==> src/rtl/sort_drain.sv <==
`default_nettype none
// ============================================================================
// Module     : sort_drain
// Description: Reads `size` sorted 32-bit words out of sorter memory and
//              presents them on a valid/ready stream with a last flag.
//              Optional signed ordering monitor: SORT_DRAIN_ORDER_CHECK_EN.
// Revision   : 1.0
// ============================================================================
module sort_drain #(
   parameter int size = 8
) (
   input  logic                      clk,
   input  logic                      rstn,
   input  logic                      start,
   output logic                      rd_en,
   output logic [$clog2(size):0]     rd_addr,
   input  logic [31:0]               sorted_in,
   output logic [31:0]               out_data,
   output logic                      out_valid,
   input  logic                      out_ready,
   output logic                      out_last,
   output logic                      busy,
   output logic                      drain_done,
   output logic                      order_err
);

   localparam int size_addr = $clog2(size);
   localparam logic [size_addr:0] c_last_idx = (size_addr+1)'(size - 1);

   typedef enum logic [2:0] {
      IDLE = 3'd0,
      READ = 3'd1,
      WAIT = 3'd2,
      SEND = 3'd3,
      FIN  = 3'd4
   } state_t;

   state_t               r_state;
   state_t               w_next_state;
   logic [size_addr:0]   r_idx;
   logic [size_addr:0]   w_next_idx;
   logic [31:0]          r_out_data;
   logic                 w_accept_start;
   logic                 w_is_last;

   assign w_accept_start = (r_state == IDLE) && start;
   assign w_is_last      = (r_idx == c_last_idx);

   always_ff @(posedge clk or negedge rstn) begin
      if (!rstn) begin
         r_state    <= IDLE;
         r_idx      <= '0;
         r_out_data <= '0;
      end else begin
         r_state <= w_next_state;
         r_idx   <= w_next_idx;
         if (r_state == WAIT) begin
            r_out_data <= sorted_in;
         end
      end
   end

   always_comb begin
      w_next_state = r_state;
      w_next_idx   = r_idx;
      case (r_state)
         IDLE: begin
            if (start) begin
               w_next_idx   = '0;
               w_next_state = READ;
            end
         end
         READ: w_next_state = WAIT;
         WAIT: w_next_state = SEND;
         SEND: begin
            if (out_ready) begin
               if (w_is_last) begin
                  w_next_state = FIN;
               end else begin
                  w_next_idx   = r_idx + 1'b1;
                  w_next_state = READ;
               end
            end
         end
         FIN:     w_next_state = IDLE;
         default: w_next_state = IDLE;
      endcase
   end

   // All handshake outputs decode straight from the state register.
   assign rd_en      = (r_state == READ);
   assign rd_addr    = r_idx;
   assign out_data   = r_out_data;
   assign out_valid  = (r_state == SEND);
   assign out_last   = (r_state == SEND) && w_is_last;
   assign busy       = (r_state != IDLE);
   assign drain_done = (r_state == FIN);

`ifdef SORT_DRAIN_ORDER_CHECK_EN
   logic r_order_err;

   // r_out_data still holds the previously sent word while WAIT captures the next.
   always_ff @(posedge clk or negedge rstn) begin
      if (!rstn) begin
         r_order_err <= 1'b0;
      end else if (w_accept_start) begin
         r_order_err <= 1'b0;
      end else if ((r_state == WAIT) && (r_idx != '0) &&
                   ($signed(r_out_data) > $signed(sorted_in))) begin
         r_order_err <= 1'b1;
      end
   end

   assign order_err = r_order_err;
`else
   logic w_unused_accept;
   assign w_unused_accept = w_accept_start;
   assign order_err       = 1'b0;
`endif

endmodule
`default_nettype wire

==> config.mk <==
export PLATFORM = sky130hd
export DESIGN_NAME = sort_drain
export DESIGN_NICKNAME = d
export VERILOG_FILES = /design/src/rtl/sort_drain.sv
export SDC_FILE = /design/constraint.sdc
export NUM_CORES = 1
export LEC_CHECK = 0
export CAP_MARGIN = 15
export CORE_ASPECT_RATIO = 0.8
export CORE_MARGIN = 4
export CORE_UTILIZATION = 40
export DETAILED_ROUTE_END_ITERATION = 12
export GPL_TIMING_DRIVEN = 0
export PLACE_DENSITY = 0.78
export RECOVER_POWER = 100
export SYNTH_ARGS = -nofsm -noshare
export SYNTH_HDL_FRONTEND = slang
export SYNTH_SLANG_ARGS = --single-unit
export TNS_END_PERCENT = 5
==> constraint.sdc <==
create_clock -name clk -period 1.9 [get_ports clk]
set_clock_uncertainty 0.1 [all_clocks]
set_input_delay 0.285 -clock clk [delete_from_list [all_inputs] [get_ports clk]]
set_output_delay 0.285 -clock clk [all_outputs]
set_load 0.05 [all_outputs]
==> Yosys cells after proc, flatten, opt, wreduce, memory -nomap -nowiden <==
Index checks and enable logic that the tools add are counted.
W data, S select, Z words.
{ "totals": {"regBits": 39, "inputBits": 36, "output_inout_bits": 42, "wordCells": 26} }
{ "op_classes": {"addsub": 1, "n_eq_ne": 8, "mux": 8, "reduce_logical": 6} }
{ "ops": {"columns": ["operator", "n"], "rows": [
  ["$mux W4", 3],
  ["$pmux W3 S4", 1],
  ["$mux W3", 3],
  ["$pmux W4 S2", 1],
  ["$eq A3 B2 Y1 const B", 2],
  ["$add A4 B1 Y4 const B", 1],
  ["$eq A4 B3 Y1 const B", 1],
  ["$ne A2 B2 Y1 const B", 2],
  ["$reduce_and A4 Y1", 1],
  ["$eq A3 B1 Y1 const B", 1],
  ["$eq A3 B3 Y1 const B", 1],
  ["$logic_not A3 Y1", 1],
  ["$reduce_bool A3 Y1", 1],
  ["$ne A2 B1 Y1 const B", 1],
  ["$reduce_and A2 Y1", 1],
  ["$reduce_bool A2 Y1", 1],
  ["$logic_and A1 B1 Y1", 1]
]} }

==> Depth between registers and ports, before layout <==
{ "logic_depth": {"depth_word": 4, "ltp_mapped": 5} }

==> Worst setup path before layout <==
Ideal clock, no wire load.
{ "synth_path": {"kind": "reg-to-output", "startpoint": "register r_idx[1] (netlist: rd_addr[1])", "endpoint": "output out_last", "t_arrival_ns": 1.770, "t_required_ns": 1.515, "path_slack_ns": -0.255, "path_stages_with_launch": 4, "path_buffers": 0, "path_cell_list": "dfrtp_1 -> ha_1 -> nand3b_1 -> nor2_1"} }
{ "synth_via": {"elab_chain_cells": 2} }
{ "synth_lines": {"columns": ["element", "line_no", "rtl"], "rows": [
  ["from (decl)", "40", "logic [size_addr:0] r_idx;"],
  ["from (signal assigned)", "56", "r_idx <= w_next_idx;"],
  ["$eq A4 B3 Y1", "47", "assign w_is_last = (r_idx == c_last_idx);"],
  ["$logic_and A1 B1 Y1", "95", "assign out_last = (r_state == SEND) && w_is_last;"],
  ["to (decl)", "21", "output logic out_last,"]
]} }
Every way passes these cells.

==> Final worst setup path <==
{ "layout_path": {"startpoint": "register r_out_data[14] (netlist: out_data[14])", "endpoint": "output out_data[14]"} }
{ "layout_lines": {"columns": ["element", "line_no", "rtl"], "rows": [
  ["from (decl)", "42", "logic [31:0] r_out_data;"],
  ["from (signal assigned)", "58", "r_out_data <= sorted_in;"],
  ["to (decl)", "18", "output logic [31:0] out_data,"]
]} }
No word-level cell between the ends.

==> results.md <==
* Status: finished clean
* Row count at 20
* Crit-path cells: clkdlybuf4s50_1
* Final net count at ~230
* Die area at around 5200 sq um
* CP Max Fanout at 2
* Register area share after synthesis at 0.589
* Die height at around 66 microns
* Ports at 78
* Global-route wire length before repair at between 6000 and 7000 microns
* RSZ-0062 raised after global routing: true
* Worst Path Arrival at ~1.5 ns
* CP top delay family: buffers and inverters
* H-Tree Depth at 2
* I/O Buffers at 76
* Max-slew violation count at 0
* Most used DFF post-synth: dfrtp_1
* Starting density of the core at 0.424
* EDFF count, synth at 0
* Ant diodes at 0
* Critical Path RT at 1.51 ns
* Number of max-cap violations at 0
* Slew @ Worst Pin at about 0.94 ns
* YS warnings at 0
* Routed WL at approximately 4000 microns
* Fmax at ~0.54 GHz
* Storage element area at around 980 sq um
* Fin crit share at 0.976
* Synth Cell Area at approximately 1700 sq um
* Cell depth of the worst flop-to-flop path at 4
* Area of the multi-input gates at around 600 sq um
* Worst path slowest cell: clkdlybuf4s50_1
* Antenna violations before repair at 0
* Largest net degree at the start of global routing at 40
* CTS max path bufs at 2
* Minimum clock period at around 1.9 ns
* First-pass iteration count of the detailed router at 4
* CTS tree: yes
* Worst skew pair latency at 0.29 ns
* Top cells by count, synth: dfrtp_1 (39), mux2_2 (28), buf_6 (5)
* Number of buffers created by CTS at 5
* Antenna Nets Post-Route at 0
* Drt wl/cell at 16.0 microns
* Layout cells sized above 1 at 0.274
* Fill count at approximately 300
* GRT overflow at 0
* Area share of the largest cell type after synthesis at 0.589
* Setup repair bufs after CTS at 0
* DR vias/cell at about 4.8
* Worst hold slack at approximately 0.025 ns
* Post-DP HPWL at roughly 3000 microns
* Slew headroom at 0.372
* Final Hold Viols at 0
* DR vias at ~1.2k
* Die width at 80.0 microns
* Clock slew at reported path FFs at 0.07 ns
* Hold Crit Class: in2async
* Total GRT Usage at 0.168
* Launching element type of the critical path: flop
* Avg Cell Area, Syn at between 10 and 15 sq um
* Initial drt markers at 54
* Layout Area Growth over Synthesis at 56.5%
* Final-report setup violation count at 0
* #FFs+latches synth at 39
* Clock root buffer: clkbuf_8
* Most frequent cell after synthesis: dfrtp_1
* Vias in the first global route at 1304
* Synth async-reset ratio at 1.00
* WP buf/inv at 1
* Core Region at a little under 4000 sq um
* Worst setup path class: reg2out
* DRC at 0
* CP Capture Type: primary output
* Routability cong. at roughly 0.78
* Post-synth net total at 150
* Cell taking the most area after synthesis: dfrtp_1
* Crit path largest cell delay at about 0.81 ns
* Synth area leaders: dfrtp_1 (59%), mux2_2 (19%), buf_6 (3.4%), mux2_1 (2.7%), nor4b_4 (1.4%)
* Synthesized instance count at about 110
* Distinct cell type count after synthesis at 29
* CTS Sinks at 39
* Crit path depth at 1
[placed cells by master, fill, tap and decap left out, types with 2 or more instances in the layout]
| cell type | count |
|---|---|
| clkdlybuf4s50_1 | 61 |
| dfrtp_1 | 39 |
| mux2_2 | 28 |
| clkbuf_8 | 7 |
| buf_6 | 6 |
| dlymetal6s2s_1 | 6 |
| inv_1 | 4 |
| mux2_1 | 4 |
| a31oi_1 | 3 |
| buf_2 | 3 |
| dlygate4sd2_1 | 3 |
| clkbuf_4 | 2 |
| nand3b_1 | 2 |
| o21ai_0 | 2 |
| o21bai_1 | 2 |
| o22ai_1 | 2 |
| nand2b_1 | 2 |
[kinds of logic (layout without fill, tap and decap cells)]
kind of cell    after synthesis  count (layout)  synth area share
simple gates                 16              16            0.0801
compound gates               12              12            0.0468
other cells                   1               1           0.00226
fa+ha+maj                     1               1           0.00755
buf+inv                      11              95            0.0506
mux                          33              33             0.224
flops                        39              39             0.589
[through the flow]
step / TNS [ns] / utilization / setup slack (ns) / std cells / cell area (sq um)
2_1_floorplan: -0.233 / - / -0.194 / 113 / 1660
3_3_place_gp: -15.77 / 0.639 / -0.393 / 244 / 2490
3_5_place_dp: -0.581 / 0.638 / -0.239 / 244 / 2490
4_1_cts: -0.0766 / 0.662 / -0.0766 / 252 / 2580
5_1_grt: -0.0366 / 0.664 / -0.0232 / 252 / 2590
6_report: 0 / 0.664 / 0.0465 / 252 / 2590
[routing by layer]
layer | GRT usage | wire length, microns
met5 | 0 | 0
met2 | 0.292 | 2100
met3 | 0.0397 | 255
met1 | 0.191 | 1570
met4 | 0.0886 | 106
[cell type report]
cell class / count / share of cell area
Sequential cell: 39 / 0.376
Timing Repair Buffer: 76 / 0.290
Multi-Input combinational cell: 63 / 0.234
Clock buffer: 7 / 0.0372
Buffer: 7 / 0.0275
Tap cell: 55 / 0.0265
Inverter: 4 / 0.00579
Clock inverter: 1 / 0.00290
[state kept, by name, summed over array words and instances, names as in the netlist]
name / cells
rd_addr: 4
out_data: 32
r_state: 3
[final timing paths]
check | slack (ns) | end | from
max reg2reg | 0.30 | out_data[26] | r_state[2]
max in group asynchronous | 1.09 | out_data[24] | rstn
max | 0.05 | out_data[14] | out_data[14]
min | 0.02 | out_data[2] | rstn
min in group clk | 0.39 | out_data[11] | out_data[11]
min reg2reg | 0.39 | out_data[11] | out_data[11]
[repair_timing]
action | CTS | global route
hold buffers | 0 | 0
endpoints found under the setup margin | 8 | 11
resized for setup | 24 | 16
Power is left out: the tool's default activity adds up to more than one toggle a clock period on the data nets, which glitch-free logic cannot reach.
